**src/rtl/dpwm_frame_gen_if.sv**
```systemverilog
// Duty-command handshake bundle between the duty source and the DPWM frame generator.
interface dpwm_frame_gen_if #(
    parameter int Dc_length = 13
) ();
    logic [Dc_length-1:0] dc_in;
    logic                 dc_valid;
    logic                 dc_ready;

    modport master (output dc_in, output dc_valid, input dc_ready);
    modport slave  (input dc_in, input dc_valid, output dc_ready);
endinterface

```
**src/rtl/dpwm_frame_gen.sv**
```systemverilog
// DPWM frame generator: coarse frame counter, L_DPWM marker, double-buffered duty word
// and coarse PWM comparator against the edge counter's half-cycle count.
module dpwm_frame_gen #(
    parameter int DE_bits      = 6,
    parameter int Dc_length    = 13,
    parameter int Count_length = Dc_length - DE_bits
) (
    input  logic                    clk_base,
    input  logic                    reset_Flags,
    input  logic                    en,
    dpwm_frame_gen_if.slave         dc_bus,
    input  logic [Count_length+2:0] flags_in,
    output logic                    L_DPWM,
    output logic                    frame_start,
    output logic                    pwm_out,
    output logic [DE_bits-2:0]      dc_fine
);

    localparam logic [1:0] IDLE  = 2'd0;
    localparam logic [1:0] RUN   = 2'd1;
    localparam logic [1:0] DRAIN = 2'd2;

    localparam logic [Count_length-1:0] FC_LAST = '1;
    // 2P-2: all ones above bit 0
    localparam logic [Count_length:0]   THR_MAX = {{Count_length{1'b1}}, 1'b0};

    logic [1:0]              state, state_nxt;
    logic [Count_length-1:0] fc, fc_nxt;
    logic                    shadow_full;
    logic [Dc_length-1:0]    shadow, dc_active, dc_eff;
    logic                    hs, xfer;
    logic [Count_length:0]   thr_raw, thr;

    // NOTE: every variable written here gets a default first so no latch is inferred.
    always_comb begin
        state_nxt = state;
        case (state)
            IDLE:    if (en) state_nxt = RUN;
            RUN:     if (!en) state_nxt = (fc == FC_LAST) ? IDLE : DRAIN;
            DRAIN: begin
                if (en)                 state_nxt = RUN;
                else if (fc == FC_LAST) state_nxt = IDLE;
            end
            default: state_nxt = IDLE;
        endcase
        // Wraps to 0 after P-1, which is also where any exit to IDLE happens.
        fc_nxt = (state == IDLE) ? '0 : fc + 1'b1;
    end

    assign dc_bus.dc_ready = !shadow_full;
    assign hs              = dc_bus.dc_valid && !shadow_full;
    assign xfer            = frame_start && shadow_full;

    // The new duty is already in effect during the frame_start cycle itself.
    assign dc_eff  = xfer ? shadow : dc_active;
    assign dc_fine = dc_eff[DE_bits-2:0];
    assign thr_raw = dc_eff[Dc_length-1:DE_bits-1];
    assign thr     = (thr_raw > THR_MAX) ? THR_MAX : thr_raw;

    // NOTE: sequential state uses non-blocking assignments only, so every flop samples
    // the pre-edge values regardless of statement order.
    always_ff @(posedge clk_base or posedge reset_Flags) begin
        if (reset_Flags) begin
            state       <= IDLE;
            fc          <= '0;
            L_DPWM      <= 1'b0;
            frame_start <= 1'b0;
            pwm_out     <= 1'b0;
            shadow_full <= 1'b0;
            // NOTE: the duty data registers are reset too, so dc_fine and thr are
            // defined from the first cycle rather than waiting for a first load.
            shadow      <= '0;
            dc_active   <= '0;
        end else begin
            state       <= state_nxt;
            fc          <= fc_nxt;
            L_DPWM      <= (state_nxt != IDLE) && (fc_nxt != FC_LAST);
            frame_start <= (state_nxt == RUN) && (fc_nxt == '0);
            pwm_out     <= (state != IDLE) && L_DPWM && (flags_in < {2'b00, thr});

            // Full and empty are exclusive, so a load and a transfer never collide.
            if (xfer) begin
                dc_active   <= shadow;
                shadow_full <= 1'b0;
            end else if (hs) begin
                shadow      <= dc_bus.dc_in;
                shadow_full <= 1'b1;
            end
        end
    end

endmodule

```
**src/flat_wrapper.sv**
```systemverilog
// flat-port wrapper written by rule: the top's interface ports become plain ports
module dpwm_frame_gen_flat 
#(
    parameter int DE_bits      = 6,
    parameter int Dc_length    = 13,
    parameter int Count_length = Dc_length - DE_bits
)
  (clk_base, reset_Flags, en, flags_in, L_DPWM, frame_start, pwm_out, dc_fine, dc_bus_dc_in, dc_bus_dc_valid, dc_bus_dc_ready);
  dpwm_frame_gen_if #(.Dc_length(Dc_length)) dc_bus_i ();
  input  logic clk_base;
  input  logic reset_Flags;
  input  logic en;
  input  logic [Count_length+2:0] flags_in;
  output logic L_DPWM;
  output logic frame_start;
  output logic pwm_out;
  output logic [DE_bits-2:0] dc_fine;
  input wire logic [$bits(dc_bus_i.dc_in)-1:0] dc_bus_dc_in;
  input wire logic [$bits(dc_bus_i.dc_valid)-1:0] dc_bus_dc_valid;
  output wire logic [$bits(dc_bus_i.dc_ready)-1:0] dc_bus_dc_ready;
  assign dc_bus_i.dc_in = dc_bus_dc_in;
  assign dc_bus_i.dc_valid = dc_bus_dc_valid;
  assign dc_bus_dc_ready = dc_bus_i.dc_ready;
  dpwm_frame_gen #(.DE_bits(DE_bits), .Dc_length(Dc_length), .Count_length(Count_length)) u_core (.clk_base(clk_base), .reset_Flags(reset_Flags), .en(en), .dc_bus(dc_bus_i), .flags_in(flags_in), .L_DPWM(L_DPWM), .frame_start(frame_start), .pwm_out(pwm_out), .dc_fine(dc_fine));
endmodule
```
**config.mk**
```make
export PLATFORM = sky130hd
export DESIGN_NAME = dpwm_frame_gen_flat
export DESIGN_NICKNAME = d
export VERILOG_FILES = /design/src/rtl/dpwm_frame_gen_if.sv /design/src/rtl/dpwm_frame_gen.sv /design/src/flat_wrapper.sv
export SDC_FILE = /design/constraint.sdc
export NUM_CORES = 1
export LEC_CHECK = 0
export CAP_MARGIN = 20
export CORE_AREA = 5 5 84 86
export CTS_BUF_LIST = sky130_fd_sc_hd__clkbuf_16
export CTS_CLUSTER_DIAMETER = 60
export DETAILED_ROUTE_END_ITERATION = 10
export DIE_AREA = 0 0 89 91
export SYNTH_ARGS = -nofsm -noshare
export SYNTH_HDL_FRONTEND = slang
export SYNTH_SLANG_ARGS = --single-unit
```
**constraint.sdc**
```tcl
create_clock -name clk_base -period 2.2 [get_ports clk_base]
set_input_delay 0.22 -clock clk_base [delete_from_list [all_inputs] [get_ports clk_base]]
set_output_delay 0.22 -clock clk_base [all_outputs]
set_load 0.01 [all_outputs]
```
==> run_results.csv, run 1 <==
group,metric,value,unit
run_status,outcome,"finished, final reports clean",
detailed_routing,vias_per_cell,4.475,
clock_tree,clock_path_buffers,2,
floorplanning,core-area,6205,sq um
power_and_ir_drop,ir_worst_vdd,0.5524,mV
synthesis,synth_area,1789,sq um
timing,skew,0.002955,ns
clock_tree,cts_tree,"yes",
worst_setup_path,ff2ff_path_depth,8,
timing,finalHoldViolCount,0,
placed_design,place_area,2248,sq um
floorplanning,dieHeight,91,um
synthesis,postSynthAreaPerCell,12.43,sq um
worst_setup_path,worstSetupPathType,"reg2out",
synthesis,synth_top_area_share,0.5455,
detailed_routing,via_count,1186,
worst_setup_path,cp.required,1.98,ns
detailed_routing,wl_per_cell,13.51,um
flow_run,cap_violations,0,
power_and_ir_drop,combPwrFrac,0.340,
timing,worst_pin_slew,0.5121,ns
placed_design,routabilityCongestion,0.8390,
floorplanning,die_x,89,um
placed_design,io_buffers,35,
global_route,grt_max_degree,40,
synthesis,netlist_top_cells_count,"39 x dfrtp_1, 19 x mux2_2, 10 x inv_1, 10 x nor2_1, 8 x ha_1",
global_route,grt_pass1_vias,1270,
timing,slew_viol_final,0,
clock_tree,cts_hold_buf,0,
worst_setup_path,crit_fanout,9,
clock_tree,cts_root_buf,"clkbuf_16",
global_route,grt_usage,0.09713,
detailed_routing,drt_iter0_drc,38,
power_and_ir_drop,cell_internal_pwr,1.953,mW
clock_tree,clk_latency,0.27,ns
synthesis,synthTopCellsByArea,"dfrtp_1 55%, mux2_2 12%, ha_1 5.6%",
worst_setup_path,startpoint_type,"register",
placed_design,dp_hpwl,2686,um
power_and_ir_drop,p_switching,0.8162,mW
power_and_ir_drop,p_sw_frac,0.2947,
clock_tree,h-tree-depth,2,
detailed_routing,wl,3579,um
timing,rsz0062_at_grt,"no",
detailed_routing,firstDrtPassIters,4,
power_and_ir_drop,p_leak,1.088,nW
power_and_ir_drop,p_per_area,1154,nW/um^2
detailed_routing,antenna_left,0,
clock_tree,cts.clk_slew.worst_paths,0.05,ns
synthesis,yosysMostFrequentCell,"dfrtp_1",
final_layout,fin_nets,222,
timing,whs,0.3615,ns
synthesis,yosysTopAreaCell,"dfrtp_1",
timing,fin_crit_sh,0.9370,
timing,relSlewSlack,0.6538,
global_route,antenna_found_initial,0,
global_route,grt_pass1_wl,6051,um
placed_design,pre_cts_slack,-0.08273,ns
clock_tree,cts_buffers,5,
final_layout,final_util,0.3870,
power_and_ir_drop,seq_power_share,0.421,
final_layout,design_area,2401,sq um
synthesis,synth_fp_nets,179,
worst_setup_path,worstPathArrival,1.84,ns
timing,fmax,485.1,MHz
floorplanning,boundaryPins,36,
power_and_ir_drop,clockPowerShare,0.239,
detailed_routing,drcViolationCount,0,
timing,tns,0,ns
synthesis,synth_top_flop_cell,"dfrtp_1",
floorplanning,rows,29,
global_route,grt_overflow,0,
timing,final-setup-viol-count,0,
synthesis,seq_area_frac_synth,0.5455,
synthesis,syn_inst,144,
worst_setup_path,endpoint_kind,"primary output",
synthesis,synth_edf_count,0,
final_layout,drive_above_1_share,0.1968,
final_layout,area_growth,34.20,%
synthesis,synthArstFlopShare,1.000,
timing,finalCriticalPeriod,2.061,ns
timing,setup_ws,0.1386,ns
clock_tree,clock_sink_count,39,
floorplanning,die_area,8099,sq um
floorplanning,start_util,0.2884,
final_layout,diodes,0,
synthesis,yosysWarnings,0,
synthesis,ys_types,31,
synthesis,synth_seq_cells,39,
hold_path,hold_class,"in2async",
area by class of cell:
class	count	area, sq um
well taps	77	96.34
flip-flops and latches	39	975.9
clock buffers	5	125.1
fillers	604	3804
clock inverters	3	12.51
multi-input cells	88	743.2
inverters	10	37.54
repair buffers	43	410.4
critical path: stages, from the launching register on:
cell and delay [ns]:
dfrtp_1 0.40, nand2_4 0.15, buf_4 0.18, mux2_2 0.35, clkdlybuf4s50_1 0.49
per-layer routing:
metal / part of all wire / global-route usage
met3: 0.068 / 0.03077
met5: 0 / 0
met1: 0.47 / 0.1299
met2: 0.45 / 0.1479
met4: 0.012 / 0.03350
placed cells by master, fill, tap and decap left out, drive strengths merged, types with 2 or more instances in the layout:
cell,netlist,routed
a21o,2,2
a21oi,3,3
a41oi,2,2
and3,2,2
buf,7,8
clkbuf,0,5
clkdlybuf4s50,0,35
dfrtp,39,39
ha,8,8
inv,10,12
mux2,19,19
mux2i,7,7
nand2,5,5
nand3,6,6
nand4,2,2
nor2,10,10
nor4b,2,2
o21ai,2,2
xnor2,5,5
xor2,2,2
cell families (layout without fill, tap and decap cells):
logic type / Yosys count / in the layout / share of synthesized area
xor+xnor: 7 / 7 / 0.03427
buf+inv: 17 / 61 / 0.04756
flops: 39 / 39 / 0.5455
mux: 26 / 26 / 0.1587
simple gates: 32 / 32 / 0.09442
compound gates: 15 / 15 / 0.06364
fa+ha+maj: 8 / 8 / 0.05595
path summary, 6_finish.rpt:
kind,startpoint,end,slack (ns)
worst min register to register,u_core.dc_active[1],u_core.dc_active[1],0.49
min in group clk_base,u_core.dc_active[1],u_core.dc_active[1],0.49
max in group asynchronous,reset_Flags,u_core.dc_active[10],1.48
worst min-delay path,reset_Flags,u_core.shadow[1],0.36
worst max-delay path,u_core.frame_start,dc_fine[2],0.14
worst max register to register,u_core.frame_start,u_core.pwm_out,0.14
registers in the layout (all words and copies together), names as in the netlist:
register,flops
u_core.dc_active,13
u_core.shadow,13
u_core.frame_start,1
u_core.fc,7
u_core.L_DPWM,1
u_core.state,2
u_core.pwm_out,1
u_core.shadow_full,1
through the flow:
step	std cells	power [mW]
6_report	265	2.770
5_1_grt	265	2.994
4_1_cts	265	2.799
3_5_place_dp	257	2.102
3_3_place_gp	257	2.081
2_1_floorplan	144	1.786
power by group through the flow:
stage          clock, mW  combinational (mW)  sequential (mW)
2_1_floorplan          0               0.660             1.13
5_1_grt            0.719                1.07             1.21
4_1_cts            0.684               0.953             1.16
3_3_place_gp           0               0.914             1.17
6_report           0.662               0.942             1.17
3_5_place_dp           0               0.927             1.18
repair_timing:
action	4_1_cts	5_1_grt
endpoints found under the setup margin	1	1
gates resized for setup	2	2
buffers inserted	0	0
gates cloned	0	0
pin swaps	0	1
Note: power is estimated with default switching activity, not from simulation.
==> run 2: changes to the inputs <==
--- a/config.mk
+++ b/config.mk
@@ -5,7 +5,7 @@
 export SDC_FILE = /design/constraint.sdc
 export NUM_CORES = 1
 export LEC_CHECK = 0
-export CAP_MARGIN = 20
+export CAP_MARGIN = 10
 export CORE_AREA = 5 5 84 86
 export CTS_BUF_LIST = sky130_fd_sc_hd__clkbuf_16
 export CTS_CLUSTER_DIAMETER = 60
==> results of run 2 <==
Same layout as run 1: the final DEF is identical, and so are final timing and power.
